==> src/rtl/connect4_turn_ctrl.sv <==
// connect4_turn_ctrl
// Turn scheduler and arbiter sitting in front of the connect4 game core.
// Only the on-turn player's drop request is forwarded to the core; the other
// player is back-pressured. The core result is returned on a shared response
// channel. An idle turn is forfeited after TIMEOUT_CYCLES cycles (0 disables
// the timer). The starting player alternates between games, and per-player
// wins and ties are counted with saturating counters.
//
// Ports:
//   clk, rst_n                      clock, async active-low reset
//   p0_req_* / p1_req_*             per-player drop request (valid/ready/col)
//   core_op_*                       operation handshake towards the core
//   core_re_*                       result handshake from the core
//   rsp_*                           response to the players (incl. timeout flag)
//   turn                            player currently allowed to move
//   p0_wins, p1_wins, ties          game statistics
//
// state     | meaning
// S_IDLE    | waiting for the on-turn player's request; inactivity timer runs
// S_ISSUE   | latched request presented on the core op handshake
// S_WAIT_RE | waiting for the core result
// S_RSP     | response held until consumed; turn/statistics updated on fire

module connect4_turn_ctrl #(
   parameter int TIMEOUT_CYCLES = 1000,
   parameter int TO_W           = 16,
   parameter int CNT_W          = 8
) (
   input  logic             clk,
   input  logic             rst_n,
   input  logic             p0_req_valid,
   output logic             p0_req_ready,
   input  logic [2:0]       p0_req_col,
   input  logic             p1_req_valid,
   output logic             p1_req_ready,
   input  logic [2:0]       p1_req_col,
   input  logic             core_op_ready,
   output logic             core_op_valid,
   output logic             core_op_player_id,
   output logic [2:0]       core_op_col_id,
   output logic             core_re_ready,
   input  logic             core_re_valid,
   input  logic             core_re_err,
   input  logic             core_re_is_finished,
   input  logic             core_re_winner,
   input  logic             core_re_tie,
   output logic             rsp_valid,
   input  logic             rsp_ready,
   output logic             rsp_player,
   output logic             rsp_err,
   output logic             rsp_finished,
   output logic             rsp_winner,
   output logic             rsp_tie,
   output logic             rsp_timeout,
   output logic             turn,
   output logic [CNT_W-1:0] p0_wins,
   output logic [CNT_W-1:0] p1_wins,
   output logic [CNT_W-1:0] ties
);

   typedef enum logic [1:0] {S_IDLE, S_ISSUE, S_WAIT_RE, S_RSP} state_t;

   // Inactivity timer is a down-counter reloaded on every entry to S_IDLE;
   // reaching zero in S_IDLE marks the last allowed idle cycle.
   localparam bit             TO_EN   = (TIMEOUT_CYCLES != 0);
   localparam logic [TO_W-1:0] TO_LOAD = TO_EN ? TO_W'(TIMEOUT_CYCLES - 1) : '0;
   localparam logic [CNT_W-1:0] CNT_MAX = '1;

   state_t            state_q, state_d;
   logic              turn_q, turn_d;
   logic              start_q, start_d;
   logic [TO_W-1:0]   to_cnt_q, to_cnt_d;
   logic              op_valid_q, op_valid_d;
   logic              op_player_q, op_player_d;
   logic [2:0]        op_col_q, op_col_d;
   logic              re_ready_q, re_ready_d;
   logic              rsp_valid_q, rsp_valid_d;
   logic              rsp_player_q, rsp_player_d;
   logic              rsp_err_q, rsp_err_d;
   logic              rsp_fin_q, rsp_fin_d;
   logic              rsp_win_q, rsp_win_d;
   logic              rsp_tie_q, rsp_tie_d;
   logic              rsp_to_q, rsp_to_d;
   logic [CNT_W-1:0]  p0_wins_q, p0_wins_d;
   logic [CNT_W-1:0]  p1_wins_q, p1_wins_d;
   logic [CNT_W-1:0]  ties_q, ties_d;
   logic              req_fire;

   assign p0_req_ready = (state_q == S_IDLE) && !turn_q;
   assign p1_req_ready = (state_q == S_IDLE) &&  turn_q;
   assign req_fire     = (p0_req_valid && p0_req_ready) || (p1_req_valid && p1_req_ready);

   always_comb begin
      state_d      = state_q;
      turn_d       = turn_q;
      start_d      = start_q;
      to_cnt_d     = to_cnt_q;
      op_valid_d   = op_valid_q;
      op_player_d  = op_player_q;
      op_col_d     = op_col_q;
      re_ready_d   = re_ready_q;
      rsp_valid_d  = rsp_valid_q;
      rsp_player_d = rsp_player_q;
      rsp_err_d    = rsp_err_q;
      rsp_fin_d    = rsp_fin_q;
      rsp_win_d    = rsp_win_q;
      rsp_tie_d    = rsp_tie_q;
      rsp_to_d     = rsp_to_q;
      p0_wins_d    = p0_wins_q;
      p1_wins_d    = p1_wins_q;
      ties_d       = ties_q;

      case (state_q)
         S_IDLE: begin
            // a request arriving on the last idle cycle still wins over the forfeit
            if (req_fire) begin
               op_valid_d  = 1'b1;
               op_player_d = turn_q;
               op_col_d    = turn_q ? p1_req_col : p0_req_col;
               state_d     = S_ISSUE;
            end else if (TO_EN && (to_cnt_q == '0)) begin
               rsp_valid_d  = 1'b1;
               rsp_to_d     = 1'b1;
               rsp_player_d = turn_q;
               rsp_err_d    = 1'b0;
               rsp_fin_d    = 1'b0;
               rsp_win_d    = 1'b0;
               rsp_tie_d    = 1'b0;
               state_d      = S_RSP;
            end else if (TO_EN) begin
               to_cnt_d = to_cnt_q - TO_W'(1);
            end
         end
         S_ISSUE: begin
            if (op_valid_q && core_op_ready) begin
               op_valid_d = 1'b0;
               re_ready_d = 1'b1;
               state_d    = S_WAIT_RE;
            end
         end
         S_WAIT_RE: begin
            if (core_re_valid && re_ready_q) begin
               re_ready_d   = 1'b0;
               rsp_valid_d  = 1'b1;
               rsp_to_d     = 1'b0;
               rsp_player_d = op_player_q;
               rsp_err_d    = core_re_err;
               rsp_fin_d    = core_re_is_finished;
               rsp_win_d    = core_re_winner;
               rsp_tie_d    = core_re_tie;
               state_d      = S_RSP;
            end
         end
         S_RSP: begin
            if (rsp_valid_q && rsp_ready) begin
               rsp_valid_d = 1'b0;
               to_cnt_d    = TO_LOAD;
               state_d     = S_IDLE;
               if (rsp_to_q) begin
                  turn_d = ~turn_q;
               end else if (rsp_err_q) begin
                  turn_d = turn_q;
               end else if (rsp_fin_q) begin
                  if (rsp_tie_q) begin
                     if (ties_q != CNT_MAX) ties_d = ties_q + CNT_W'(1);
                  end else if (rsp_win_q) begin
                     if (p1_wins_q != CNT_MAX) p1_wins_d = p1_wins_q + CNT_W'(1);
                  end else begin
                     if (p0_wins_q != CNT_MAX) p0_wins_d = p0_wins_q + CNT_W'(1);
                  end
                  // the other player opens the next game
                  start_d = ~start_q;
                  turn_d  = ~start_q;
               end else begin
                  turn_d = ~turn_q;
               end
            end
         end
         default: state_d = S_IDLE;
      endcase
   end

   always_ff @(posedge clk or negedge rst_n) begin
      if (!rst_n) begin
         state_q      <= S_IDLE;
         turn_q       <= 1'b0;
         start_q      <= 1'b0;
         to_cnt_q     <= TO_LOAD;
         op_valid_q   <= 1'b0;
         op_player_q  <= 1'b0;
         op_col_q     <= '0;
         re_ready_q   <= 1'b0;
         rsp_valid_q  <= 1'b0;
         rsp_player_q <= 1'b0;
         rsp_err_q    <= 1'b0;
         rsp_fin_q    <= 1'b0;
         rsp_win_q    <= 1'b0;
         rsp_tie_q    <= 1'b0;
         rsp_to_q     <= 1'b0;
         p0_wins_q    <= '0;
         p1_wins_q    <= '0;
         ties_q       <= '0;
      end else begin
         state_q      <= state_d;
         turn_q       <= turn_d;
         start_q      <= start_d;
         to_cnt_q     <= to_cnt_d;
         op_valid_q   <= op_valid_d;
         op_player_q  <= op_player_d;
         op_col_q     <= op_col_d;
         re_ready_q   <= re_ready_d;
         rsp_valid_q  <= rsp_valid_d;
         rsp_player_q <= rsp_player_d;
         rsp_err_q    <= rsp_err_d;
         rsp_fin_q    <= rsp_fin_d;
         rsp_win_q    <= rsp_win_d;
         rsp_tie_q    <= rsp_tie_d;
         rsp_to_q     <= rsp_to_d;
         p0_wins_q    <= p0_wins_d;
         p1_wins_q    <= p1_wins_d;
         ties_q       <= ties_d;
      end
   end

   assign core_op_valid     = op_valid_q;
   assign core_op_player_id = op_player_q;
   assign core_op_col_id    = op_col_q;
   assign core_re_ready     = re_ready_q;
   assign rsp_valid         = rsp_valid_q;
   assign rsp_player        = rsp_player_q;
   assign rsp_err           = rsp_err_q;
   assign rsp_finished      = rsp_fin_q;
   assign rsp_winner        = rsp_win_q;
   assign rsp_tie           = rsp_tie_q;
   assign rsp_timeout       = rsp_to_q;
   assign turn              = turn_q;
   assign p0_wins           = p0_wins_q;
   assign p1_wins           = p1_wins_q;
   assign ties              = ties_q;

endmodule

==> config.mk <==
export PLATFORM = sky130hd
export DESIGN_NAME = connect4_turn_ctrl
export DESIGN_NICKNAME = d
export VERILOG_FILES = /design/src/rtl/connect4_turn_ctrl.sv
export SDC_FILE = /design/constraint.sdc
export NUM_CORES = 1
export LEC_CHECK = 0
export CAP_MARGIN = 20
export CORE_AREA = 2 2 73 89
export DETAILED_ROUTE_END_ITERATION = 12
export DIE_AREA = 0 0 75 91
export HOLD_SLACK_MARGIN = 0.06
export PLACE_DENSITY = 0.85
export SLEW_MARGIN = 20
export SYNTH_ARGS = -nofsm -noshare
export SYNTH_HDL_FRONTEND = slang
export SYNTH_SLANG_ARGS = --single-unit
==> constraint.sdc <==
create_clock -name clk -period 3.2 [get_ports clk]
set_input_delay 0.48 -clock clk [delete_from_list [all_inputs] [get_ports clk]]
set_output_delay 0.48 -clock clk [all_outputs]
set_load 0.02 [all_outputs]
Yosys cells after proc, flatten, opt, wreduce, memory -nomap -nowiden:

Cells that the tools add are included.

* register bits: 57

* $add $sub $neg: 4
* reductions and logical operators: 28
* bitwise operators: 6
* mux-type cells: 40
* equal/unequal tests: 15

Operator list (number)
* $mux 16: 3
* $pmux 16 s2: 1
* $add 8x1->8 const B: 3
* $ne 8x8->1 const B: 3
* $mux 1: 20
* $logic_not 16->1: 1
* $pmux 1 s2: 8
* $reduce_and 8->1: 2
* $sub 16x1->16 const B: 1
* $ne 2x2->1 const B: 6
* $reduce_and 4->1: 3
* $mux 2: 5
* $reduce_and 5->1: 2
* $reduce_and 3->1: 3
* $pmux 2 s4: 1
* $reduce_bool 2->1: 4
* $logic_and 1x1->1: 7
* $reduce_and 7->1: 1
* $not 1->1: 6
* $eq 2x2->1 const B: 2
* $ne 2x1->1 const B: 2
* $mux 3: 1
* $ne 3x2->1 const B: 1
* $pmux 1 s3: 1
* 6 further kinds: 6

Depth between registers and ports, before layout:

* depth in word-level cells: 6
* mapped depth: 10
* depth with buffers taken out: 7

Worst setup path after synthesis:

OpenSTA, ideal clock, no wires.

* kind: reg-to-reg
* start: reg state_q[0]
* end: reg rsp_err_q, in the netlist rsp_err
* slack: 1.215 ns
* period minus slack after synthesis: 1.985 ns
* cell stages (with the launch flop): 8
* arrival time: 1.864 ns
* library setup time: 0.121 ns
* data required time: 3.079 ns
* cells stage by stage: dfrtp_1 inv_1 ha_1 a21boi_0 nor4_4 a31oi_1 nor2b_4 a22o_1

* word-level cells in the longest chain between the ends: 6
* elaborated cells between the ends (all ways): 13

RTL lines
* start: declaration: RTL line 69 `state_t state_q, state_d;`
* start signal: assignment: RTL line 204 `state_q <= state_d;`
* $logic_not 2->1: RTL line 89, 90, 113
* $logic_and 1x1->1 (on tied branches): RTL line 89, 90
* $logic_and 1x1->1: RTL line 91 `assign req_fire = (p0_req_valid && p0_req_ready) || (p1_req_valid && p1_req_ready);`
* $logic_or 1x1->1: RTL line 91
* $ne 2x2->1 (no line)
* $reduce_and 4->1 (no line)
* end signal: assignment: RTL line 214 `rsp_err_q <= rsp_err_d;`
* end: declaration: RTL line 79 `logic rsp_err_q, rsp_err_d;`

Several ways; a longest one is shown, not always the timed one.
A chain may end at the register's enable or synchronous reset.

Worst setup path after layout:

* start: reg state_q[0]
* end: out p0_req_ready

* word-level cells in the longest chain between the ends: 2

RTL lines
* $logic_not 2->1: RTL line 89 `assign p0_req_ready = (state_q == S_IDLE) && !turn_q;`
* $logic_and 1x1->1: RTL line 89
* end: declaration: RTL line 32 `output logic p0_req_ready,`

Every way passes these cells.

==> results_dict.tcl <==
set metrics [dict create \
    maxSlewViolCount 0 \
    synth_compound_area_frac 0.131 \
    fin_ws_ns 0.516 \
    synth_top_family_by_area "simple AND/OR/NAND/NOR gates" \
    synth_area_per_cell_um2 10.2 \
    antenna_found_initial 0 \
    synth-edff-count 0 \
    globalRouteTotalUtil 0.225 \
    max_freq_ghz 0.373 \
    crit_type "reg -> out" \
    tns_ns 0 \
    cts_hold_buf 0 \
    die_height_um 91 \
    vias 2584 \
    post_cts_buffers 0 \
    ant_nets 0 \
    drt_wl_total_um 7070 \
    placed_area_um2 3650 \
    grt.overflow.total 0 \
    worst_pin_slew_ns 0.782 \
    synth_ff_type "dfrtp_1" \
    routedWlPerCell_um 15.9 \
    place_congestion 0.847 \
    slew_headroom 0.479 \
    synth_cells 298 \
    synthTopCellsByArea "dfrtp_1 (40%), dfstp_2 (6.9%), ha_1 (4.1%)" \
    finalSetupViolations 0 \
    viasPerCell 5.82 \
    synth-simple-area-share 0.238 \
    drive_above_1_share 0.116 \
    powerDensity_nw_per_um2 818 \
    finalClockSkew_ns 0.00397 \
    syn_area_um2 3040 \
    clockBufferDepth 2 \
    cap_viol_max_count 0 \
    ir_worst_vdd_v 0.000384 \
    muxShareOfSynthArea 0.0251 \
    io_pins 57 \
    rsz0062_at_grt "no" \
    status "complete, no violations" \
    cp-end-kind "primary output" \
    stdcell_count 444 \
    cts-htree-levels 3 \
    startpoint_type "flip-flop" \
    cp_max_fo 13 \
    synthAdderAreaFrac 0.0412 \
    grt_pass1_wl_um 12000 \
    syn_to_final_growth_pct 26.7 \
    insertion_delay_ns 0.34 \
    n_fill_cell 467 \
    cts_num_sinks 57 \
    clockRootBuffer "clkbuf_8" \
    synth_most_common_cell "dfrtp_1" \
    hpwl_um 5070 \
    fin_crit_ns 2.68 \
    drc_errors 0 \
    async_flop_share 1.00 \
    synthTopCellsByCount "dfrtp_1 (49), nand2_1 (30), nor2_1 (19)" \
    yosysUniqueCellTypes 61 \
    p_leak_nw 1.63 \
    num-nets-final 385 \
    worstPathRequired_ns 2.72 \
    grt_max_degree 37 \
    yosysWarnings 0 \
    rows 31 \
    dp_worst_setup_slack_ns 0.617 \
    start_util 0.512 \
    hold_ws_ns 0.0916 \
    clkTransAtPathRegs_ns 0.06 \
    yosysTopAreaCell "dfrtp_1" \
    crit_arrival_ns 2.20 \
    num_antenna_cells 0 \
    dr.pass1.iters 4 \
    post-route-period-util 0.839 \
    grt_pass1_vias 2679 \
    die_w_um 75 \
    synth-seq-area-share 0.473 \
    synth_xor_area_frac 0.0634 \
    cts_buffers 9 \
    syn-num-nets 325 \
    worstHoldPathType "in -> async" \
    hold_violations 0 \
    core_area_um2 5930 \
    io_buffers 56 \
    placedCellCount 429 \
    drtIter0Drc 197 \
    cts_resized 0 \
    cts_tree "yes" \
    postLayoutCellArea_um2 3850 \
    synth_top_area_share 0.404 \
    dieArea_um2 6830 \
    ys_ff_latch 57 \
]
## state kept, by name, summed over array words and instances, names as in the netlist, 2 cells and up
register and cells:
state_q 2, to_cnt_q 16, p0_wins 8, core_op_col_id 3
ties 8, p1_wins 8
## cell families after synthesis
family / count (synthesis)
simple gates: 127
compound gates: 58
flops: 57
xor+xnor: 22
buf+inv: 17
fa+ha+maj: 10
mux: 7
## layout by cell type, fill, tap and decap left out, drive strengths merged, types with 7 or more instances in the layout
cell type and instances:
nor2 20, dfrtp 49, and2 7, nand2 31, nand4 8, nand3 18, o21ai 13, a31oi 7
xor2 8, xnor2 14, clkbuf 12, clkdlybuf4s50 55, nor3 13, dfstp 8, a21oi 12, ha 10
inv 8
## routing by layer
layer / vias to the layer above / wire, µm / global-route usage
met5: - / 0 / 0
met4: 0 / 181 / 0.115
met3: 17 / 288 / 0.0400
met2: 75 / 3760 / 0.378
met1: 1285 / 2840 / 0.265
li1: 1207 / - / -
## layout make-up
class	instances	area, µm²	area share
clock inverters	3	40.0	0.0104
multi-input cells	224	1510	0.393
well taps	82	103	0.0267
repair buffers	58	571	0.148
inverters	8	30.0	0.00780
clock buffers	12	155	0.0403
flip-flops and latches	57	1440	0.373
## power breakdown
part           switching [W]  total, W  internal, W  leakage, nW
Combinational       0.000751   0.00134     0.000590        0.830
Clock               0.000278  0.000673     0.000395        0.102
Sequential          0.000210   0.00113     0.000924        0.699
## path summary, 6_finish.rpt
path	end	startpoint	depth (start not counted)	slack [ns]
max	p0_req_ready	state_q[0]	5	0.52
min	ties[6]	rst_n	1	0.09
max reg2reg	to_cnt_q[11]	state_q[0]	7	0.73
min reg2reg	core_op_col_id[0]	core_op_col_id[0]	2	0.49
max in group asynchronous	to_cnt_q[5]	rst_n	2	2.25
min in group clk	core_op_col_id[0]	core_op_col_id[0]	2	0.49
## worst max-delay path: stages, from the launching register on
cell and delay [ns]:
dfrtp_1 0.41, inv_1 0.14, ha_1 0.44, inv_1 0.11, nor2_1 0.13, clkdlybuf4s50_1 0.63
## metrics by stage
| step | total power [W] | utilization |
|---|---|---|
| 2_1_floorplan | 0.00203 | - |
| 3_3_place_gp | 0.00241 | 0.616 |
| 3_5_place_dp | 0.00247 | 0.616 |
| 4_1_cts | 0.00315 | 0.649 |
| 5_1_grt | 0.00336 | 0.649 |
| 6_report | 0.00315 | 0.649 |
Power figures use the tool's default switching activity.
